<file path="src/rtl/uart_arb_pkg.sv">
// Shared types and constants for the UART transmit arbiter: FSM state encoding,
// default timing parameters and a constant-width helper.
package uart_arb_pkg;

  typedef enum logic [2:0] {
    IDLE      = 3'd0,
    LOAD      = 3'd1,
    WAIT_LOW  = 3'd2,
    WAIT_HIGH = 3'd3,
    GAP       = 3'd4
  } state_t;

  localparam int DEF_N_REQ        = 4;
  localparam int DEF_GAP_CYCLES   = 0;
  localparam int DEF_LOCK_TIMEOUT = 255;
  localparam int DEF_LOAD_TIMEOUT = 4;

  // Ceiling log2 for elaboration-time widths; clog2(1) = 0.
  function automatic int clog2(input int value);
    int r;
    r = 0;
    for (int v = value - 1; v > 0; v = v >> 1) r++;
    return r;
  endfunction

endpackage

</file>
<file path="src/rtl/uart_tx_rr_pick.sv">
// Combinational rotating-priority picker: scans the eligible vector starting at
// 'start', wrapping, and returns the first set index.
module uart_tx_rr_pick
  import uart_arb_pkg::*;
#(
  parameter int N_REQ = DEF_N_REQ,
  parameter int IDW   = (N_REQ > 1) ? clog2(N_REQ) : 1
) (
  input  logic [N_REQ-1:0] eligible,
  input  logic [IDW-1:0]   start,
  output logic [IDW-1:0]   winner,
  output logic             found
);

  logic [2*N_REQ-1:0] doubled;
  logic [N_REQ-1:0]   rotated;
  int                 sum;

  always_comb begin
    // NOTE: every output and temporary gets a default before the loop, so no
    // path through this block leaves a value held and no latch is inferred.
    winner  = '0;
    found   = 1'b0;
    sum     = 0;
    doubled = {eligible, eligible} >> start;
    rotated = doubled[N_REQ-1:0];
    for (int i = 0; i < N_REQ; i++) begin
      if (!found && rotated[i]) begin
        found  = 1'b1;
        sum    = int'(start) + i;
        winner = IDW'((sum >= N_REQ) ? sum - N_REQ : sum);
      end
    end
  end

endmodule

</file>
<file path="src/rtl/uart_tx_arbiter.sv">
// Round-robin arbiter with message locking that shares one CoreUART transmitter
// between N_REQ byte producers and sequences the txrdy load handshake.
module uart_tx_arbiter
  import uart_arb_pkg::*;
#(
  parameter int N_REQ        = DEF_N_REQ,
  parameter int GAP_CYCLES   = DEF_GAP_CYCLES,
  parameter int LOCK_TIMEOUT = DEF_LOCK_TIMEOUT,
  parameter int LOAD_TIMEOUT = DEF_LOAD_TIMEOUT,
  parameter int IDW          = (N_REQ > 1) ? clog2(N_REQ) : 1
) (
  input  logic               clk,
  input  logic               reset,
  input  logic [N_REQ-1:0]   req_valid,
  input  logic [8*N_REQ-1:0] req_data,
  input  logic [N_REQ-1:0]   req_last,
  output logic [N_REQ-1:0]   req_ready,
  output logic [7:0]         tx_hold_reg,
  output logic               tx_load,
  input  logic               txrdy,
  output logic [IDW-1:0]     grant_id,
  output logic               busy,
  output logic               lock_active,
  output logic               load_err
);

  state_t           state;
  logic [15:0]      cnt;
  logic [7:0]       lock_cnt;
  logic             granted_once;

  logic [N_REQ-1:0] lock_mask;
  logic [N_REQ-1:0] eligible;
  logic             locked_valid;
  logic [IDW-1:0]   start;
  logic [IDW-1:0]   winner;
  logic             found;
  logic [7:0]       win_data;
  logic             win_last;

  // Until the first grant the search begins at requester 0; afterwards it
  // begins just past the last winner.
  always_comb begin
    lock_mask    = N_REQ'(1) << grant_id;
    locked_valid = |(req_valid & lock_mask);
    eligible     = lock_active ? (req_valid & lock_mask) : req_valid;
    start        = '0;
    if (granted_once && (grant_id != IDW'(N_REQ - 1)))
      start = grant_id + IDW'(1);
  end

  uart_tx_rr_pick #(
    .N_REQ (N_REQ),
    .IDW   (IDW)
  ) u_pick (
    .eligible (eligible),
    .start    (start),
    .winner   (winner),
    .found    (found)
  );

  always_comb begin
    win_data = '0;
    win_last = 1'b0;
    for (int i = 0; i < N_REQ; i++) begin
      if (winner == IDW'(i)) begin
        win_data = req_data[8*i +: 8];
        win_last = req_last[i];
      end
    end
  end

  // NOTE: all state here uses non-blocking assignments, so every register is
  // updated from the values present before the edge regardless of order.
  always_ff @(posedge clk) begin
    if (reset) begin
      state        <= IDLE;
      cnt          <= '0;
      lock_cnt     <= '0;
      granted_once <= 1'b0;
      req_ready    <= '0;
      tx_hold_reg  <= '0;
      tx_load      <= 1'b0;
      grant_id     <= '0;
      busy         <= 1'b0;
      lock_active  <= 1'b0;
      load_err     <= 1'b0;
    end else begin
      req_ready <= '0;
      tx_load   <= 1'b0;
      load_err  <= 1'b0;
      case (state)
        IDLE: begin
          if (txrdy && found) begin
            state        <= LOAD;
            busy         <= 1'b1;
            tx_load      <= 1'b1;
            req_ready    <= N_REQ'(1) << winner;
            tx_hold_reg  <= win_data;
            grant_id     <= winner;
            granted_once <= 1'b1;
            lock_active  <= ~win_last;
            lock_cnt     <= '0;
          end else if (lock_active && !locked_valid) begin
            // A silent lock owner eventually forfeits the lock.
            if (lock_cnt == 8'(LOCK_TIMEOUT - 1)) begin
              lock_active <= 1'b0;
              lock_cnt    <= '0;
            end else begin
              lock_cnt <= lock_cnt + 8'd1;
            end
          end
        end
        LOAD: begin
          state <= WAIT_LOW;
          cnt   <= '0;
        end
        WAIT_LOW: begin
          if (!txrdy) begin
            state <= WAIT_HIGH;
          end else if (cnt == 16'(LOAD_TIMEOUT - 1)) begin
            // The UART never took the byte; report it and move on.
            load_err <= 1'b1;
            state    <= IDLE;
            busy     <= 1'b0;
          end else begin
            cnt <= cnt + 16'd1;
          end
        end
        WAIT_HIGH: begin
          if (txrdy) begin
            if (GAP_CYCLES > 0) begin
              state <= GAP;
              cnt   <= '0;
            end else begin
              state <= IDLE;
              busy  <= 1'b0;
            end
          end
        end
        GAP: begin
          if (cnt == 16'(GAP_CYCLES - 1)) begin
            state <= IDLE;
            busy  <= 1'b0;
          end else begin
            cnt <= cnt + 16'd1;
          end
        end
        default: begin
          state <= IDLE;
          busy  <= 1'b0;
        end
      endcase
    end
  end

endmodule

</file>
<file path="config.mk">
export PLATFORM = sky130hd
export DESIGN_NAME = uart_tx_arbiter
export DESIGN_NICKNAME = d
export VERILOG_FILES = /design/src/rtl/uart_arb_pkg.sv /design/src/rtl/uart_tx_rr_pick.sv /design/src/rtl/uart_tx_arbiter.sv
export SDC_FILE = /design/constraint.sdc
export NUM_CORES = 1
export LEC_CHECK = 0
export ABC_CLOCK_PERIOD_IN_PS = 4040
export CORE_UTILIZATION = 50
export CTS_CLUSTER_DIAMETER = 50
export CTS_CLUSTER_SIZE = 16
export DETAILED_ROUTE_END_ITERATION = 8
export PLACE_DENSITY_LB_ADDON = 0.25
export SLEW_MARGIN = 20
export SYNTH_ARGS = -nofsm -noshare
export SYNTH_HDL_FRONTEND = slang
export SYNTH_SLANG_ARGS = --single-unit
export TNS_END_PERCENT = 100
</file>
<file path="constraint.sdc">
create_clock -name clk -period 4.04 [get_ports clk]
set_input_delay 0.808 -clock clk [delete_from_list [all_inputs] [get_ports clk]]
set_output_delay 0.808 -clock clk [all_outputs]
set_load 0.005 [all_outputs]
</file>
==> flow_summary.toml, run 1 <==
[power]
p_leak_nw = 1.210
total_power_w = 0.001183
power_density_nw_per_um2 = 364.1
ir_drop_uv = 227.9

[detailed_routing]
drt_pass1_iterations = 4
wl_per_cell_um = 13.43
routed_wl_um = 5533
dr_total_vias = 2279
antenna_left = 0
drc = 0
dr.first_iter.drc_count = 169
vias_per_cell = 5.532

[finish]
insertedDiodeCount = 0
mostFrequentLayoutCells = "clkdlybuf4s50_1, dfxtp_1, nor2_1, nand3_1, nand2_1"
final_common_cell = "clkdlybuf4s50_1"
nets = 394
fillers = 402
areaGrowthSynthToFinish_pct = 32.45
largest_reg_flops = 16
layout-drive-gt1-share_pct = 6.957
final_area_um2 = 3248

[global_routing]
grt_pass1_wl_um = 9328
grtUsageTotal_pct = 22.50
grt_pass1_vias = 2074
grt_max_degree = 23
grt_overflow_total = 0
antenna_found_initial = 0

[timing]
relSlewSlack_pct = 56.75
hold_ws_ps = 493.0
layout_setup_ws_ps = 1092
setup_violations = 0
rsz0062_at_grt = "false"
tns_ps = 0
finalHoldViolations = 0
finalCriticalPeriod_ps = 2948
max_freq_mhz = 339.2
fin_crit_sh_pct = 72.98
finClkSkew_ps = 5.749
report.final.slew_viol_count = 0
worst_pin_slew_ps = 647.4

[die]
dieWidth_um = 72.04
start_util_pct = 51.92
dieHeight_um = 72.04
ios = 61
num_rows = 25
die-area_um2 = 5189
coreArea_um2 = 4723

[worst_setup_path]
critPathRequiredTime_ps = 4230
crit_fanout = 11
crit_arrival_ps = 3140
crit_type = "in2reg"
startpoint_type = "input pin"
end_kind = "flop"

[placed_design]
hpwlAfterDp_um = 4039
routabilityCongestion = 0.8729
placed_area_um2 = 3110
port_buffers = 60
pre_cts_ws_ps = 769.9

[synthesis]
synthFlopType = "dfxtp_1"
synthesis.nets = 336
synth_area_um2 = 2452
synth.avg_cell_area_um2 = 8.575
ys_warn_count = 0
ys_seq_area_share_pct = 36.73
syn_inst = 286
ys_types = 45
synthArstFlopShare_pct = 0
synth_edf_count = 0
synth_seq_cells = 45
yosys-top-cells-area = "dfxtp_1, mux2i_1, nor2_1, xor2_1, mux2_2"
yosys.area.top_type = "dfxtp_1"
netlist.area_leader.share_pct = 36.73

[clock_network]
clk_latency_ps = 300
cts_buffers = 5
cts_num_sinks = 45
post_cts_buffers = 0
cts_htree_levels = 2
ctsHoldBuffers = 0
ctsLongestPathBuffers = 2
postCtsResizedCells = 0
clkTransAtPathRegs_ps = 80
cts_tree = "done"
clockRootBuffer = "clkbuf_8"

[job]
cap_violations = 0

[status]
status = "complete, no violations"

[hold_path]
hold_class = "reg2reg"
[critical path, cell delays in order]
cell and delay (ps):
clkdlybuf4s50_1 550, nor2_1 50, o21ai_0 290, o31ai_1 180, or3_1 350, or2_2 390
inv_1 300, nand3_1 110, o311ai_0 110
[metal layers]
layer  vias to the layer above  global-route usage [%]  part of all wire [%]
met4                         0                   7.407                   1.6
met2                        55                   38.36                    48
li1                       1147                       -                     -
met1                      1069                   28.57                    46
met3                         8                   4.444                   3.8
met5                         -                       0                     0
[path summary, 6_finish.rpt]
path / end / cells past startpoint / slack [ps] / from
max: tx_hold_reg[1] / 9 / 1090 / req_valid[2]
min: granted_once / 2 / 490 / granted_once
min reg2reg: granted_once / 2 / 490 / granted_once
max reg2reg: lock_active / 10 / 1120 / grant_id[0]
[Yosys cell counts, drive strengths merged, types with 8 or more instances]
library cell and number:
nand4 9, inv 11, nand3 16, o21ai 10, dfxtp 45, a21oi 12, nor2 31, mux2i 12
mux2 8, o311ai 8, and3 9, xor2 11, nand2 14, nand3b 9
[logic make-up (layout without fill, tap and decap cells)]
| group | after synthesis | in the layout | synth area share, % |
|---|---|---|---|
| simple gates | 120 | 120 | 25.82 |
| compound gates | 53 | 53 | 15.00 |
| flops | 45 | 45 | 36.73 |
| buf+inv | 24 | 83 | 4.234 |
| mux | 20 | 20 | 8.572 |
| xor+xnor | 17 | 17 | 6.071 |
| fa+ha+maj | 7 | 7 | 3.571 |
[power breakdown]
group / total (W) / switching, W / internal (W)
sequential: 0.000491 / 0.0000208 / 0.000471
combinational: 0.000284 / 0.000132 / 0.000152
clock: 0.000407 / 0.000159 / 0.000249
total: 0.00118 / 0.000312 / 0.000871
[layout make-up]
class	instances	area (um2)	area share (%)
well taps	67	83.83	2.581
multi-input cells	217	1454	44.76
clock buffers	5	68.82	2.119
flip-flops and latches	45	900.9	27.73
inverters	11	41.29	1.271
clock inverters	3	68.82	2.119
repair buffers	64	630.6	19.41
[stage by stage]
step	instances	util, %
3_5_place_dp	404	65.85
2_1_floorplan	286	-
4_1_cts	412	68.77
3_3_place_gp	404	65.85
5_1_grt	412	68.77
6_report	412	68.77
(Power assumes the default switching activity.)
==> inputs of run 2 (changes only) <==
- ABC_CLOCK_PERIOD_IN_PS: 4040 -> 2500
- CORE_UTILIZATION: 50 -> 44
- clock period: 4.04 -> 2.5 ns (I/O delays scaled with it)
==> run 2 against run 1 <==
Core utilization grew 2.0 points. Sequential share of layout area is 3.3 points lower. Total power increased by 72%. Routed wire length is 15% higher. Via count increased by 5.6%. Count of clock-buffer cells in the layout increased by 2. Cell area is 14% higher. Highest routed layer unchanged.
==> flow_summary.toml, run 2 (synthesis gave the netlist of run 1 again) <==
[status]
status = "complete, no violations"

[die]
die-area_um2 = 5876
dieHeight_um = 76.66
coreArea_um2 = 5238
start_util_pct = 46.82
num_rows = 26
ios = 61
dieWidth_um = 76.66

[power]
switchingPower_w = 0.0005696
internal_power_w = 0.001467
clockPowerShare_pct = 27.9
ir_drop_uv = 297.2
seq_power_share_pct = 39.3
power_density_nw_per_um2 = 549.3
total_power_w = 0.002037
p_leak_nw = 1.408
swShare_pct = 27.96
p_comb_share_pct = 32.8

[clock_network]
ctsLongestPathBuffers = 2
cts_num_sinks = 45
clkTransAtPathRegs_ps = 80
ctsHoldBuffers = 0
clockRootBuffer = "clkbuf_8"
cts_htree_levels = 2
cts_tree = "done"
cts_buffers = 5
clk_latency_ps = 300

[finish]
mostFrequentLayoutCells = "clkdlybuf4s50_1, dfxtp_1, nor2_1, buf_4, nand2_1"
layout.cells.non_filler = 446
final_common_cell = "clkdlybuf4s50_1"
layout-drive-gt1-share_pct = 21.54
final_area_um2 = 3709
insertedDiodeCount = 0
fin_util_pct = 70.81
nets = 425
areaGrowthSynthToFinish_pct = 51.22
largest_reg_flops = 16

[detailed_routing]
routed_wl_um = 6383
dr.first_iter.drc_count = 106
dr_total_vias = 2406
antenna_left = 0
wl_per_cell_um = 14.31
vias_per_cell = 5.395
drc = 0
drt_pass1_iterations = 4

[global_routing]
grt_pass1_wl_um = 10750
grt_overflow_total = 0
antenna_found_initial = 0
grt_pass1_vias = 2437
grt_max_degree = 15
grtUsageTotal_pct = 22.86

[timing]
max_freq_mhz = 407.7
finClkSkew_ps = 8.155
setup_violations = 0
finalHoldViolations = 0
report.final.slew_viol_count = 0
rsz0062_at_grt = "true"
finalCriticalPeriod_ps = 2453
relSlewSlack_pct = 63.24
fin_crit_sh_pct = 98.10
worst_pin_slew_ps = 551.5

[worst_setup_path]
crit_arrival_ps = 2630
startpoint_type = "flop"
crit_type = "reg2reg"
r2r_start = "grant_id[0]"
crit_fanout = 4
setup.worst_path.start = "grant_id[0]"
end_kind = "flop"
critPathRequiredTime_ps = 2680

[placed_design]
placed_cells = 435
port_buffers = 60
hpwlAfterDp_um = 4705
routabilityCongestion = 0.8272
placed_area_um2 = 3381

[hold_path]
hp-start = "granted_once"
hold_class = "reg2reg"

[job]
cap_violations = 0
[run 2: cell count changes in the layout (fill, tap and decap cells not counted), moves of 5 or more]
cell      delta
buf_12       +5
nand3_2      +5
nand3_1      -6
o311ai_0     -7
buf_4       +25
o311ai_2     +6
[run 2: power groups by stage]
stage | Combinational [W] | Clock [W] | Sequential [W]
6_report | 0.000668 | 0.000568 | 0.000800
5_1_grt | 0.000718 | 0.000606 | 0.000807
4_1_cts | 0.000659 | 0.000577 | 0.000798
3_5_place_dp | 0.000560 | 0 | 0.000812
3_3_place_gp | 0.000553 | 0 | 0.000810
2_1_floorplan | 0.000270 | 0 | 0.000810
[run 2: cell type report]
class / instances / area (um2)
multi-input combinational: 217 / 1625
fill: 410 / 1529
timing repair buffer: 95 / 929.6
sequential: 45 / 905.9
tap: 70 / 87.58
clock buffer: 7 / 86.33
inverter: 11 / 43.79
clock inverter: 1 / 30.03
[run 2: repair_timing]
action,4_1_cts,5_1_grt
gates resized for setup,15,29
pin swaps,7,8
gates cloned,2,0
setup buffers,3,1
setup endpoints to repair,1,14
[run 2: path summary, 6_finish.rpt]
path,endpoint,slack [ps],cells after the start
setup / recovery,lock_active,50,9
hold / removal,granted_once,500,2
setup reg to reg,lock_active,50,9
hold reg to reg,granted_once,500,2
[run 2: stage by stage]
| step | TNS [ps] | worst slack [ps] | hold WS [ps] |
|---|---|---|---|
| 2_1_floorplan | 0 | 80.25 | 450.6 |
| 3_3_place_gp | -1672 | -167.9 | 486.1 |
| 3_5_place_dp | -2509 | -278.3 | 478.3 |
| 4_1_cts | -19.55 | -19.55 | 497.1 |
| 5_1_grt | -88.45 | -56.70 | 548.3 |
| 6_report | 0 | 47.41 | 501.5 |
[run 2: layer usage]
metal / track usage, % / share of wire [%] / wire length (um)
met4: 10.38 / 2.5 / 162
met3: 4.048 / 3.3 / 209
met2: 40.36 / 51 / 3269
met5: 0 / 0 / 0
met1: 26.83 / 43 / 2742
[run 2: worst max-delay path, cell delays in order (launching register included)]
cell and delay (ps):
dfxtp_4 370, ha_4 150, or3b_4 380, or2_1 230
a211o_1 230, o211a_1 160, a221oi_4 380, buf_12 160
mux2i_2 180, o22ai_1 90
==> inputs of run 3 (changes only) <==
- SETUP_SLACK_MARGIN: unset -> 0.3
- SKIP_LAST_GASP: unset -> 1
==> run 3 against run 2 <==
Count of clock-buffer cells in the layout fell by 1. Via count rose by 2.4%. Cell area fell by 1.7%.
==> flow_summary.toml, run 3 (synthesis gave the netlist of run 1 again) <==
[status]
status = "complete, no violations"

[finish]
final_area_um2 = 3647
mostFrequentLayoutCells = "clkdlybuf4s50_1, dfxtp_1, buf_4, nor2_1, nand2_1"
final_common_cell = "clkdlybuf4s50_1"
nets = 432
layout-drive-gt1-share_pct = 22.45
largest_reg_flops = 16
areaGrowthSynthToFinish_pct = 48.72
insertedDiodeCount = 0

[power]
seq_power_share_pct = 42.8
p_leak_nw = 1.405
swShare_pct = 29.61
clockPowerShare_pct = 24.1
power_density_nw_per_um2 = 512.4
switchingPower_w = 0.0005533
p_comb_share_pct = 33.1
ir_drop_uv = 297.4
total_power_w = 0.001869
internal_power_w = 0.001315

[global_routing]
grt_max_degree = 18
antenna_found_initial = 0
grtUsageTotal_pct = 22.23
grt_pass1_vias = 2484
grt_pass1_wl_um = 10740
grt_overflow_total = 0

[placed_design]
pre_cts_ws_ps = -238.5
hpwlAfterDp_um = 4636
placed_area_um2 = 3402
port_buffers = 60
routabilityCongestion = 0.9033

[die]
dieWidth_um = 76.66
die-area_um2 = 5876
num_rows = 26
ios = 61
start_util_pct = 46.82
coreArea_um2 = 5238
dieHeight_um = 76.66

[clock_network]
ctsLongestPathBuffers = 2
clockRootBuffer = "clkbuf_8"
cts_buffers = 5
ctsHoldBuffers = 0
cts_num_sinks = 45
clkTransAtPathRegs_ps = 90
cts_htree_levels = 2
clk_latency_ps = 300
cts_tree = "done"

[worst_setup_path]
cp_slowest_stage_delay_ps = 390
r2r_slack_ps = 80
crit_type = "reg2reg"
critPathBufInv = 2
critPathTopFamily = "compound AO/OA/AOI/OAI gates"
crit_fanout = 6
path_cells = "ha_4, or3b_1, or2_4, a211o_1, o211a_1, a221oi_2, buf_4, buf_4, nand3_1, o311ai_0"
startpoint_type = "flop"
end_kind = "flop"
critPathRequiredTime_ps = 2690
crit_path_frequent_cell = "buf_4"
crit_arrival_ps = 2610
cpMaxStageDelayCell = "dfxtp_4"

[detailed_routing]
wl_per_cell_um = 13.93
routed_wl_um = 6312
dr.first_iter.drc_count = 132
drc = 0
vias_per_cell = 5.437
drt_pass1_iterations = 4
antenna_left = 0
dr_total_vias = 2463

[timing]
rsz0062_at_grt = "true"
fin_crit_sh_pct = 96.80
relSlewSlack_pct = 63.91
report.final.slew_viol_count = 0
finalCriticalPeriod_ps = 2420
finalHoldViolations = 0
setup_violations = 0
layout_setup_ws_ps = 79.99
finClkSkew_ps = 9.849
worst_pin_slew_ps = 541.3
max_freq_mhz = 413.2

[job]
cap_violations = 0

[hold_path]
hold_class = "reg2reg"
## run 3: changes by cell type in the layout (fill, tap and decap cells not counted), moves of 2 or more
cell / delta
buf_4: +8
o311ai_1: +4
clkinvlp_4: +2
buf_12: -3
o21ai_0: -2
nand3_1: +2
o311ai_0: +2
o311ai_2: -6
## run 3: final cells by class
class	count	area [um2]
Fill cell	425	1590
Multi-Input combinational cell	218	1578
Timing Repair Buffer	101	943.4
Sequential cell	45	909.6
Tap cell	70	87.58
Clock buffer	6	72.57
Inverter	11	41.29
Clock inverter	2	15.01
## run 3: final timing paths
check                                  start        endpoint  depth (start not counted)
worst max-delay path             grant_id[0]  tx_hold_reg[0]                         10
worst min register to register  granted_once    granted_once                          2
worst min-delay path            granted_once    granted_once                          2
worst max register to register   grant_id[0]  tx_hold_reg[0]                         10
## run 3: power by group through the flow
stage / Combinational, W / Clock, W / Sequential [W]
floorplan: 0.000275 / 0 / 0.000811
global placement: 0.000547 / 0 / 0.000813
detailed placement: 0.000555 / 0 / 0.000814
CTS: 0.000590 / 0.000456 / 0.000798
global route: 0.000668 / 0.000484 / 0.000806
finish: 0.000619 / 0.000451 / 0.000799
## run 3: layer usage
layer | GRT usage (%) | vias to the layer above | wire length (um)
met5 | 0 | - | 0
met4 | 7.115 | 0 | 78
met3 | 3.929 | 8 | 219
met2 | 39.82 | 52 | 3192
met1 | 26.75 | 1170 | 2821
li1 | - | 1233 | -
## run 3: timing repair
action,in CTS,in global routing
buffers inserted,4,1
endpoints found under the setup margin,20,36
pin swaps,8,10
gates cloned,0,1
gates resized for setup,15,23
## run 3: worst reg2reg max path: stages (launching register included)
cell and delay (ps):
dfxtp_4 390, ha_4 170, or3b_1 360, or2_4 250
a211o_1 230, o211a_1 140, a221oi_2 280, buf_4 200
buf_4 130, nand3_1 60, o311ai_0 100
## run 3: per-stage QoR
step	TNS, ps	util (%)	std cells	hold WS (ps)
after floorplan	0	-	286	450.6
after global placement	-1255	64.95	439	480.3
after detailed placement	-2614	64.95	439	487.4
after CTS	0	68.01	451	501.7
after global routing	-7.609	69.64	453	532.8
final	0	69.64	453	499.1
